## config.mk

```make
export PLATFORM = sky130hd
export DESIGN_NAME = mmio_periph_bank
export DESIGN_NICKNAME = d
export VERILOG_FILES = /design/src/rtl/mmio_pkg.sv /design/src/rtl/mmio_periph_bank_sync_fifo.sv /design/src/rtl/mmio_periph_bank.sv
export SDC_FILE = /design/constraint.sdc
export NUM_CORES = 1
export LEC_CHECK = 0
export BUFFER_PORTS_ARGS = -buffer_cell sky130_fd_sc_hd__buf_2
export CAP_MARGIN = 15
export CELL_PAD_IN_SITES_DETAIL_PLACEMENT = 1
export CELL_PAD_IN_SITES_GLOBAL_PLACEMENT = 1
export CORE_MARGIN = 2
export CORE_UTILIZATION = 25
export DETAILED_ROUTE_END_ITERATION = 10
export GPL_TIMING_DRIVEN = 0
export PLACE_DENSITY = 0.55
export SYNTH_ARGS = -nofsm -noshare
export SYNTH_HDL_FRONTEND = slang
export SYNTH_SLANG_ARGS = --single-unit
```

## constraint.sdc

```tcl
create_clock -name clk -period 3.28 [get_ports clk]
set_input_delay 0.328 -clock clk [delete_from_list [all_inputs] [get_ports clk]]
set_output_delay 0.328 -clock clk [all_outputs]
set_load 0.01 [all_outputs]
```

## src/rtl/mmio_pkg.sv

```systemverilog
// Register map and field positions shared by the peripheral bank and its software-facing bench.
// Pure constants: no latency or backpressure.
package mmio_pkg;

    localparam logic [4:0] OFF_CTRL   = 5'h10;
    localparam logic [4:0] OFF_CNT    = 5'h11;
    localparam logic [4:0] OFF_CMP    = 5'h12;
    localparam logic [4:0] OFF_STATUS = 5'h13;
    localparam logic [4:0] OFF_TXDATA = 5'h14;

    localparam int CTRL_EN = 0;
    localparam int CTRL_AR = 1;
    localparam int CTRL_IE = 2;

    localparam int ST_MATCH     = 0;
    localparam int ST_FULL      = 1;
    localparam int ST_EMPTY     = 2;
    localparam int ST_OVF       = 3;
    localparam int ST_LEVEL_LSB = 8;

endpackage

```

## src/rtl/mmio_periph_bank_sync_fifo.sv

```systemverilog
// First-word-fall-through synchronous FIFO; dout shows the head entry with no read latency.
// Latency: push visible on dout/empty one cycle later; push when full and pop when empty are ignored.
module sync_fifo #(
    parameter int WIDTH = 8,
    parameter int DEPTH = 8
) (
    input  logic                     clk,
    input  logic                     rst,
    input  logic                     push,
    input  logic                     pop,
    input  logic [WIDTH-1:0]         din,
    output logic [WIDTH-1:0]         dout,
    output logic                     full,
    output logic                     empty,
    output logic [$clog2(DEPTH):0]   level
);
    localparam int AW = $clog2(DEPTH);
    localparam int LW = AW + 1;

    logic [WIDTH-1:0] mem_q [DEPTH];
    logic [AW-1:0]    wr_ptr_q, wr_ptr_d;
    logic [AW-1:0]    rd_ptr_q, rd_ptr_d;
    logic [LW-1:0]    level_q, level_d;
    logic             do_push, do_pop;

    assign full    = (level_q == LW'(DEPTH));
    assign empty   = (level_q == '0);
    assign level   = level_q;
    assign dout    = mem_q[rd_ptr_q];
    assign do_push = push & ~full;
    assign do_pop  = pop & ~empty;

    always_comb begin
        wr_ptr_d = wr_ptr_q;
        rd_ptr_d = rd_ptr_q;
        level_d  = level_q;
        if (do_push) wr_ptr_d = wr_ptr_q + 1'b1;
        if (do_pop)  rd_ptr_d = rd_ptr_q + 1'b1;
        case ({do_push, do_pop})
            2'b10:   level_d = level_q + 1'b1;
            2'b01:   level_d = level_q - 1'b1;
            default: level_d = level_q;
        endcase
    end

    always_ff @(posedge clk) begin
        if (rst) begin
            wr_ptr_q <= '0;
            rd_ptr_q <= '0;
            level_q  <= '0;
        end else begin
            wr_ptr_q <= wr_ptr_d;
            rd_ptr_q <= rd_ptr_d;
            level_q  <= level_d;
        end
    end

    // Storage is deliberately left out of reset; pointers alone define validity.
    always_ff @(posedge clk) begin
        if (do_push) mem_q[wr_ptr_q] <= din;
    end

endmodule

```

## src/rtl/mmio_periph_bank.sv

```systemverilog
// MMIO bank: output registers, prescaled compare timer with irq, byte TX FIFO with valid/ready drain.
// Latency: reads combinational, writes visible next cycle; tx drain is valid/ready, TXDATA writes when full are dropped and flag OVF.
module mmio_periph_bank
    import mmio_pkg::*;
#(
    parameter int N_OUT      = 4,
    parameter int DATA_WIDTH = 32,
    parameter int FIFO_DEPTH = 8,
    parameter int PRESCALE   = 1
) (
    input  logic                        clk,
    input  logic                        rst,
    input  logic                        sel,
    input  logic                        we,
    input  logic [4:0]                  addr,
    input  logic [DATA_WIDTH-1:0]       wdata,
    output logic [DATA_WIDTH-1:0]       rdata,
    output logic [N_OUT*DATA_WIDTH-1:0] out_data,
    output logic                        irq,
    output logic [7:0]                  tx_data,
    output logic                        tx_valid,
    input  logic                        tx_ready
);
    localparam int LW = $clog2(FIFO_DEPTH) + 1;
    localparam int PW = (PRESCALE > 1) ? $clog2(PRESCALE) : 1;

    logic [DATA_WIDTH-1:0] out_q [N_OUT];
    logic [DATA_WIDTH-1:0] out_d [N_OUT];
    logic [2:0]            ctrl_q, ctrl_d;
    logic [DATA_WIDTH-1:0] cnt_q, cnt_d;
    logic [DATA_WIDTH-1:0] cmp_q, cmp_d;
    logic                  match_q, match_d;
    logic                  ovf_q, ovf_d;
    logic [PW-1:0]         presc_q, presc_d;

    logic          wr_en, tx_wr, presc_wrap, tick, hit;
    logic          fifo_push, fifo_full, fifo_empty;
    logic [LW-1:0] fifo_level;
    logic [7:0]    fifo_dout;

    assign wr_en      = sel & we;
    assign tx_wr      = wr_en & (addr == OFF_TXDATA);
    assign fifo_push  = tx_wr & ~fifo_full;
    assign presc_wrap = (presc_q == PW'(PRESCALE - 1));
    assign tick       = ctrl_q[CTRL_EN] & presc_wrap;
    assign hit        = tick & (cnt_q == cmp_q);

    assign irq      = match_q & ctrl_q[CTRL_IE];
    assign tx_valid = ~fifo_empty;
    assign tx_data  = fifo_dout;

    always_comb begin
        out_d   = out_q;
        ctrl_d  = ctrl_q;
        cnt_d   = cnt_q;
        cmp_d   = cmp_q;
        match_d = match_q;
        ovf_d   = ovf_q;
        presc_d = presc_q;

        if (ctrl_q[CTRL_EN]) presc_d = presc_wrap ? '0 : presc_q + 1'b1;
        if (tick) cnt_d = (hit & ctrl_q[CTRL_AR]) ? '0 : cnt_q + 1'b1;

        // Software writes override the timer; flag sets below then override W1C.
        if (wr_en) begin
            for (int i = 0; i < N_OUT; i++) begin
                if (addr == 5'(i)) out_d[i] = wdata;
            end
            case (addr)
                OFF_CTRL:   ctrl_d = wdata[2:0];
                OFF_CNT:    cnt_d  = wdata;
                OFF_CMP:    cmp_d  = wdata;
                OFF_STATUS: begin
                    if (wdata[ST_MATCH]) match_d = 1'b0;
                    if (wdata[ST_OVF])   ovf_d   = 1'b0;
                end
                default: ;
            endcase
        end
        if (hit) match_d = 1'b1;
        if (tx_wr & fifo_full) ovf_d = 1'b1;
    end

    always_ff @(posedge clk) begin
        if (rst) begin
            out_q   <= '{default: '0};
            ctrl_q  <= '0;
            cnt_q   <= '0;
            cmp_q   <= '0;
            match_q <= 1'b0;
            ovf_q   <= 1'b0;
            presc_q <= '0;
        end else begin
            out_q   <= out_d;
            ctrl_q  <= ctrl_d;
            cnt_q   <= cnt_d;
            cmp_q   <= cmp_d;
            match_q <= match_d;
            ovf_q   <= ovf_d;
            presc_q <= presc_d;
        end
    end

    always_comb begin
        rdata = '0;
        if (sel) begin
            for (int i = 0; i < N_OUT; i++) begin
                if (addr == 5'(i)) rdata = out_q[i];
            end
            case (addr)
                OFF_CTRL:   rdata = DATA_WIDTH'(ctrl_q);
                OFF_CNT:    rdata = cnt_q;
                OFF_CMP:    rdata = cmp_q;
                OFF_STATUS: begin
                    rdata           = DATA_WIDTH'(fifo_level) << ST_LEVEL_LSB;
                    rdata[ST_MATCH] = match_q;
                    rdata[ST_FULL]  = fifo_full;
                    rdata[ST_EMPTY] = fifo_empty;
                    rdata[ST_OVF]   = ovf_q;
                end
                default: ;
            endcase
        end
    end

    always_comb begin
        out_data = '0;
        for (int i = 0; i < N_OUT; i++) out_data[i*DATA_WIDTH +: DATA_WIDTH] = out_q[i];
    end

    sync_fifo #(
        .WIDTH (8),
        .DEPTH (FIFO_DEPTH)
    ) u_tx_fifo (
        .clk   (clk),
        .rst   (rst),
        .push  (fifo_push),
        .pop   (tx_valid & tx_ready),
        .din   (wdata[7:0]),
        .dout  (fifo_dout),
        .full  (fifo_full),
        .empty (fifo_empty),
        .level (fifo_level)
    );

endmodule
```

### Word-level counts from Yosys, hierarchy flattened

Memory sizes are Yosys's and may differ from the RTL's. A register that Yosys moved wholly into a read port is not among the register bits.
Cells that the tools add are included.

* memories kept: 1
* RAM bits: 64
* input port bits: 42
* word-level logic and storage cells: 87
* output and inout bits: 170
* flip-flop bits (word level): 208

* reductions and logical operators: 17
* muxes and demuxes: 24
* eq/ne operators: 12
* $add $sub $neg: 6
* bitwise logic cells: 14

Memories
* u_tx_fifo.mem_q: words 8, width 8, read ports 1, clocked after Yosys merged registers in 1, write ports 1, line mmio_periph_bank_sync_fifo.sv:20 `logic [WIDTH-1:0] mem_q [DEPTH];`

Operators with widths (count)
* 2-to-1 mux 32 bit: 9
* case mux 32 bit (4 select lines): 1
* adder 32 x 1 -> 32 bit, second input constant: 1
* equality test 32 bit: 1
* equality test 5 bit, second input constant: 5
* nonzero test 2 bit: 7
* AND reduction 2 bit: 6
* AND 1 bit: 11
* 2-to-1 mux 1 bit: 11
* equality test 5 x 2 -> 1 bit, second input constant: 2
* case mux 4 bit (2 select lines): 1
* adder 3 x 1 -> 3 bit, second input constant: 2
* 2-to-1 mux 3 bit: 2
* AND reduction 3 bit: 2
* equality test 5 x 1 -> 1 bit, second input constant: 1
* logical NOT 5 bit: 1
* adder 4 x 1 -> 4 bit, second input constant: 1
* equality test 4 bit, second input constant: 1
* logical NOT 4 bit: 1
* subtractor 4 x 1 -> 4 bit, second input constant: 1
* inverter 1 bit: 3
* equality test 2 x 1 -> 1 bit, second input constant: 1
* equality test 2 bit, second input constant: 1
* adder 1 bit, second input constant: 1

### Logic depth before layout (Yosys ltp)

* depth after elaboration: 8
* depth in mapped cells: 13
* depth with buffers taken out: 11

### Hierarchy

Synthesis repeated with hierarchy kept, for this count alone.

* cell total of the unflattened synthesis: 1386
* area, all modules: 12499.5 sq um

Modules (own cells, without submodules)
* mmio_periph_bank: times used 1, cells an instance 1219, seq. area each 3943.8 sq um, area each 9347.7 sq um
* sync_fifo: times used 1, cells an instance 167, seq. area each 2182.1 sq um, area each 3151.8 sq um

### Worst setup path after synthesis

Ideal clock, no wire load.

* path type: input-to-reg
* from: input port sel
* to: memory u_tx_fifo.mem_q[2][0] (enable)
* setup slack: 0.672 ns
* arrival: 2.210 ns
* setup time: 0.398 ns
* path buffers: 1
* stages on the path: 6
* path through: nand2_1 -> nor4_1 -> and2_1 -> clkbuf_1 -> inv_2 -> nor4b_1

* longest elaborated chain between the ends: 6

RTL lines
* start: declaration: line mmio_periph_bank.sv:13 `input logic sel,`
* AND 1 bit: line mmio_periph_bank.sv:41 `assign wr_en = sel & we;`
* AND 1 bit: line mmio_periph_bank.sv:42 `assign tx_wr = wr_en & (addr == OFF_TXDATA);`
* AND 1 bit: line mmio_periph_bank.sv:43 `assign fifo_push = tx_wr & ~fifo_full;`
* AND 1 bit: line mmio_periph_bank_sync_fifo.sv:30 `assign do_push = push & ~full;`
* 2-to-1 mux 1 bit: line mmio_periph_bank_sync_fifo.sv:60 `if (do_push) mem_q[wr_ptr_q] <= din;`
* 2-to-1 mux 1 bit (implied by the code): line mmio_periph_bank_sync_fifo.sv:60
* end: declaration: line mmio_periph_bank_sync_fifo.sv:20

No other way between the ends.

### Final worst setup path

* from: input port addr[0]
* to: output port rdata[25]

* longest elaborated chain between the ends: 7

RTL lines
* start: declaration: line mmio_periph_bank.sv:15 `input logic [4:0] addr,`
* logical NOT 5 bit: line mmio_periph_bank.sv:108 `if (addr == 5'(i)) rdata = out_q[i];`
* 2-to-1 mux 32 bit (4 in a row): line mmio_periph_bank.sv:108
* case mux 32 bit (4 select lines) *: line mmio_periph_bank.sv:110 `case (addr)`
* 2-to-1 mux 32 bit *: line mmio_periph_bank.sv:106 `if (sel) begin`
* end: declaration: line mmio_periph_bank.sv:17 `output logic [DATA_WIDTH-1:0] rdata,`

Every way passes the cells marked *; elsewhere a longest branch is shown, timed or not.

==> impl_metrics.ini <==
[status]
run_status = finished, final reports clean

[sta]
report.final.hold_viol_count = 0
grt_setup_unrepaired = yes
setup_violating_endpoint_count_in_the_final_report = 0
timing_worst_slew_pin_value_ps = 1080
hold_slack_ps = 86.6
relSlewSlack = 0.281
fin_worst_skew_ps = 28.5
slew_viol_final = 0
max_freq_mhz = 307
totalNegativeSetupSlack_ps = 0
finalWorstPathRequiredPeriod_ps = 3260
layout_worst_path_cycle_share = 0.993

[route]
postRouteAntennaNets = 0
drc_viols = 0
highest_layer = met5
met3_wirelength_mm = 2.70
drt-initial-drc-count = 912
drt_pass1_iterations = 6
via_per_inst = 5.13
detail_route.wl_per_cell_um = 24.1
total_number_of_vias = 11498
detail_route.wirelength_mm = 54.1
met2WireLength_mm = 26.1
route.layer.met1.wl_mm = 23.9

[grt]
gr-usage-all-layers = 0.212
first_global_vias = 11689
number_of_antenna_violations_at_the_first_check_in_global_routing = 1
pin_count_of_the_biggest_net_entering_global_routing = 16
grt.overflow.total = 0
grt_first_pass_wirelength_mm = 78.5

[placement]
io_buffers = 210
globalplace.congestion = 0.842
dp_hpwl_mm = 40.4

[pwr]
leakage_nw = 5.36
power.ir.vdd_worst_uv = 332
power_per_cell_area_nw_per_um2 = 516
post-layout-total-power_mw = 7.80

[cts]
tritoncts_num_sinks = 274
clkTransAtPathRegs_ps = 60
cts-htree-levels = 2
cts_made_buffers = 35
cts.path.max_buffers = 3
cts_root_buffer = clkbuf_16
worst_skew_pair.late_latency_ps = 540
tritoncts = done

[worst_setup_path]
timing.critical_path.fanout_max = 10
crit_required_ps = 2950
timing.setup.critical_path_class = in2out
end_kind = output port
timing.critical_path.arrival_ps = 2930
worst_path_largest_cell_delay_ps = 600
critical_path_buf_inv_count = 4
setup.worst_path.start_class = input port
cell_type_group_with_the_largest_total_delay_on_the_critical_path = buffers and inverters
critical_path.cell_chain = buf_2, or3_1, clkbuf_1, nor3_2, clkbuf_1, a222oi_1, a311oi_1, buf_2
timing.critical_path.slowest_stage_cell = clkbuf_1

[job]
maximum_capacitance_violations = 0

[synthesis]
ys_ff_latch = 274
synth_async_sr_flop_share = 0
dominantRegCellSynth = dfxtp_1
number_of_enable_flip_flop_cells_after_synthesis = 64
syn_nets = 1398
synth_warnings = 0
synth_cells = 1350
synth.distinct_cells = 54
avgSynthCellArea_um2 = 8.94
combined_area_of_all_synthesized_cells_um2 = 12100
yosysSeqAreaShare = 0.508

[floorplan]
ioPinCount = 212
die_w_um = 224
fp-row-count = 80
core_area_um2 = 47600
design.die.area_um2 = 50000
initial_util = 0.253
die_height_um = 224

[finish]
syn_to_final_growth_pct = 25.4
layout.cells.most_common_list = 410 x nand2_1, 221 x buf_2, 210 x dfxtp_1, 185 x a21oi_1, 82 x clkbuf_1
antenna_cells = 0
final_layout_size_suffix_gt1_frac = 0.206
nNetsFinal = 1649
final_common_cell = nand2_1

[min_path]
worstHoldPathType = in2reg
[per-stage QoR]
stage          instance area [µm²]  utilization  setup WS (ps)  cells
4_1_cts                      15100        0.317           12.7   2240
5_1_grt                      15100        0.318          -5.79   2240
3_5_place_dp                 13900        0.292           -175   2179
2_1_floorplan                12100            -            672   1350
3_3_place_gp                 13900        0.291           -505   2175
6_report                     15100        0.318           23.1   2240
[path summary, 6_finish.rpt]
| check | depth (start not counted) | from | to | slack [ps] |
|---|---|---|---|---|
| worst max-delay path | 8 | addr[0] | rdata[25] | 20 |
| worst min-delay path | 3 | wdata[26] | out_data[58] | 90 |
| worst max register to register | 10 | u_tx_fifo.level[1] | u_tx_fifo.level[2] | 300 |
| worst min register to register | 2 | out_data[15] | out_data[15] | 470 |
[cell families after synthesis]
kind of cell,Yosys count,share of synthesized area
flops,274,0.508
fa+ha+maj,6,0.00622
compound gates,322,0.170
mux,26,0.0390
xor+xnor,61,0.0443
buf+inv,117,0.0374
simple gates,544,0.195
[flip-flops by register name, indices dropped and copies added, names as in the netlist, named ones only]
name	flops
match_q	1
u_tx_fifo.level	4
ovf_q	1
ctrl_q	3
cnt_q	32
u_tx_fifo.mem_q	64
u_tx_fifo.wr_ptr_q	3
u_tx_fifo.rd_ptr_q	3
out_data	128
cmp_q	32
[cell type report]
| class | instances | area, µm² |
|---|---|---|
| fill | 5661 | 32500 |
| sequential | 274 | 6130 |
| multi-input combinational | 959 | 5520 |
| timing repair buffer | 215 | 1080 |
| clock buffer | 50 | 1040 |
| tap | 615 | 769 |
| buffer | 103 | 418 |
| clock inverter | 11 | 129 |
| inverter | 13 | 48.8 |
[what timing repair did]
action	in CTS	in global routing
buffers inserted	0	0
resized for setup	7	19
gates cloned	0	0
hold buffers	0	0
endpoints found under the setup margin	15	20
[routing by layer]
metal,up-vias,global-route usage
li1,5304,-
met1,5773,0.278
met2,352,0.364
met3,67,0.0299
met4,2,0.0604
met5,-,0
[worst min-delay path: stages]
cell     delay [ps]
buf_2           140
nand2_1          60
a21oi_1          50
[power by group]
group / internal (mW) / switching (mW) / total [mW] / leakage [nW]
registers: 3.46 / 0.0132 / 3.47 / 2.27
logic: 0.0730 / 0.259 / 0.332 / 2.51
clock network: 2.44 / 1.55 / 4.00 / 0.576
[cell usage after synthesis, drive strengths merged (2+ instances only)]
cell type | count | area [µm²]
a21oi | 185 | 926
a221oi | 27 | 236
a222oi | 29 | 290
a22oi | 19 | 143
a311oi | 24 | 210
a31oi | 8 | 50.1
a32oi | 3 | 26.3
a41oi | 2 | 17.5
and2 | 4 | 25.0
and4 | 3 | 26.3
buf | 10 | 47.6
clkbuf | 94 | 355
dfxtp | 210 | 4200
edfxtp | 64 | 1920
ha | 6 | 75.1
inv | 13 | 48.8
mux2 | 8 | 90.1
mux2i | 2 | 20.0
mux4 | 16 | 360
nand2 | 410 | 1540
nand2b | 6 | 37.5
nand3 | 34 | 175
nand4 | 13 | 96.3
nor2 | 29 | 109
nor2b | 6 | 37.5
nor3 | 12 | 75.1
nor3b | 2 | 15.0
nor4 | 14 | 130
nor4b | 3 | 26.3
o21ai | 17 | 88.8
o22ai | 2 | 12.5
or3 | 3 | 18.8
or4 | 2 | 22.5
xnor2 | 32 | 280
xor2 | 29 | 254
Power figures use the tool's default switching activity.
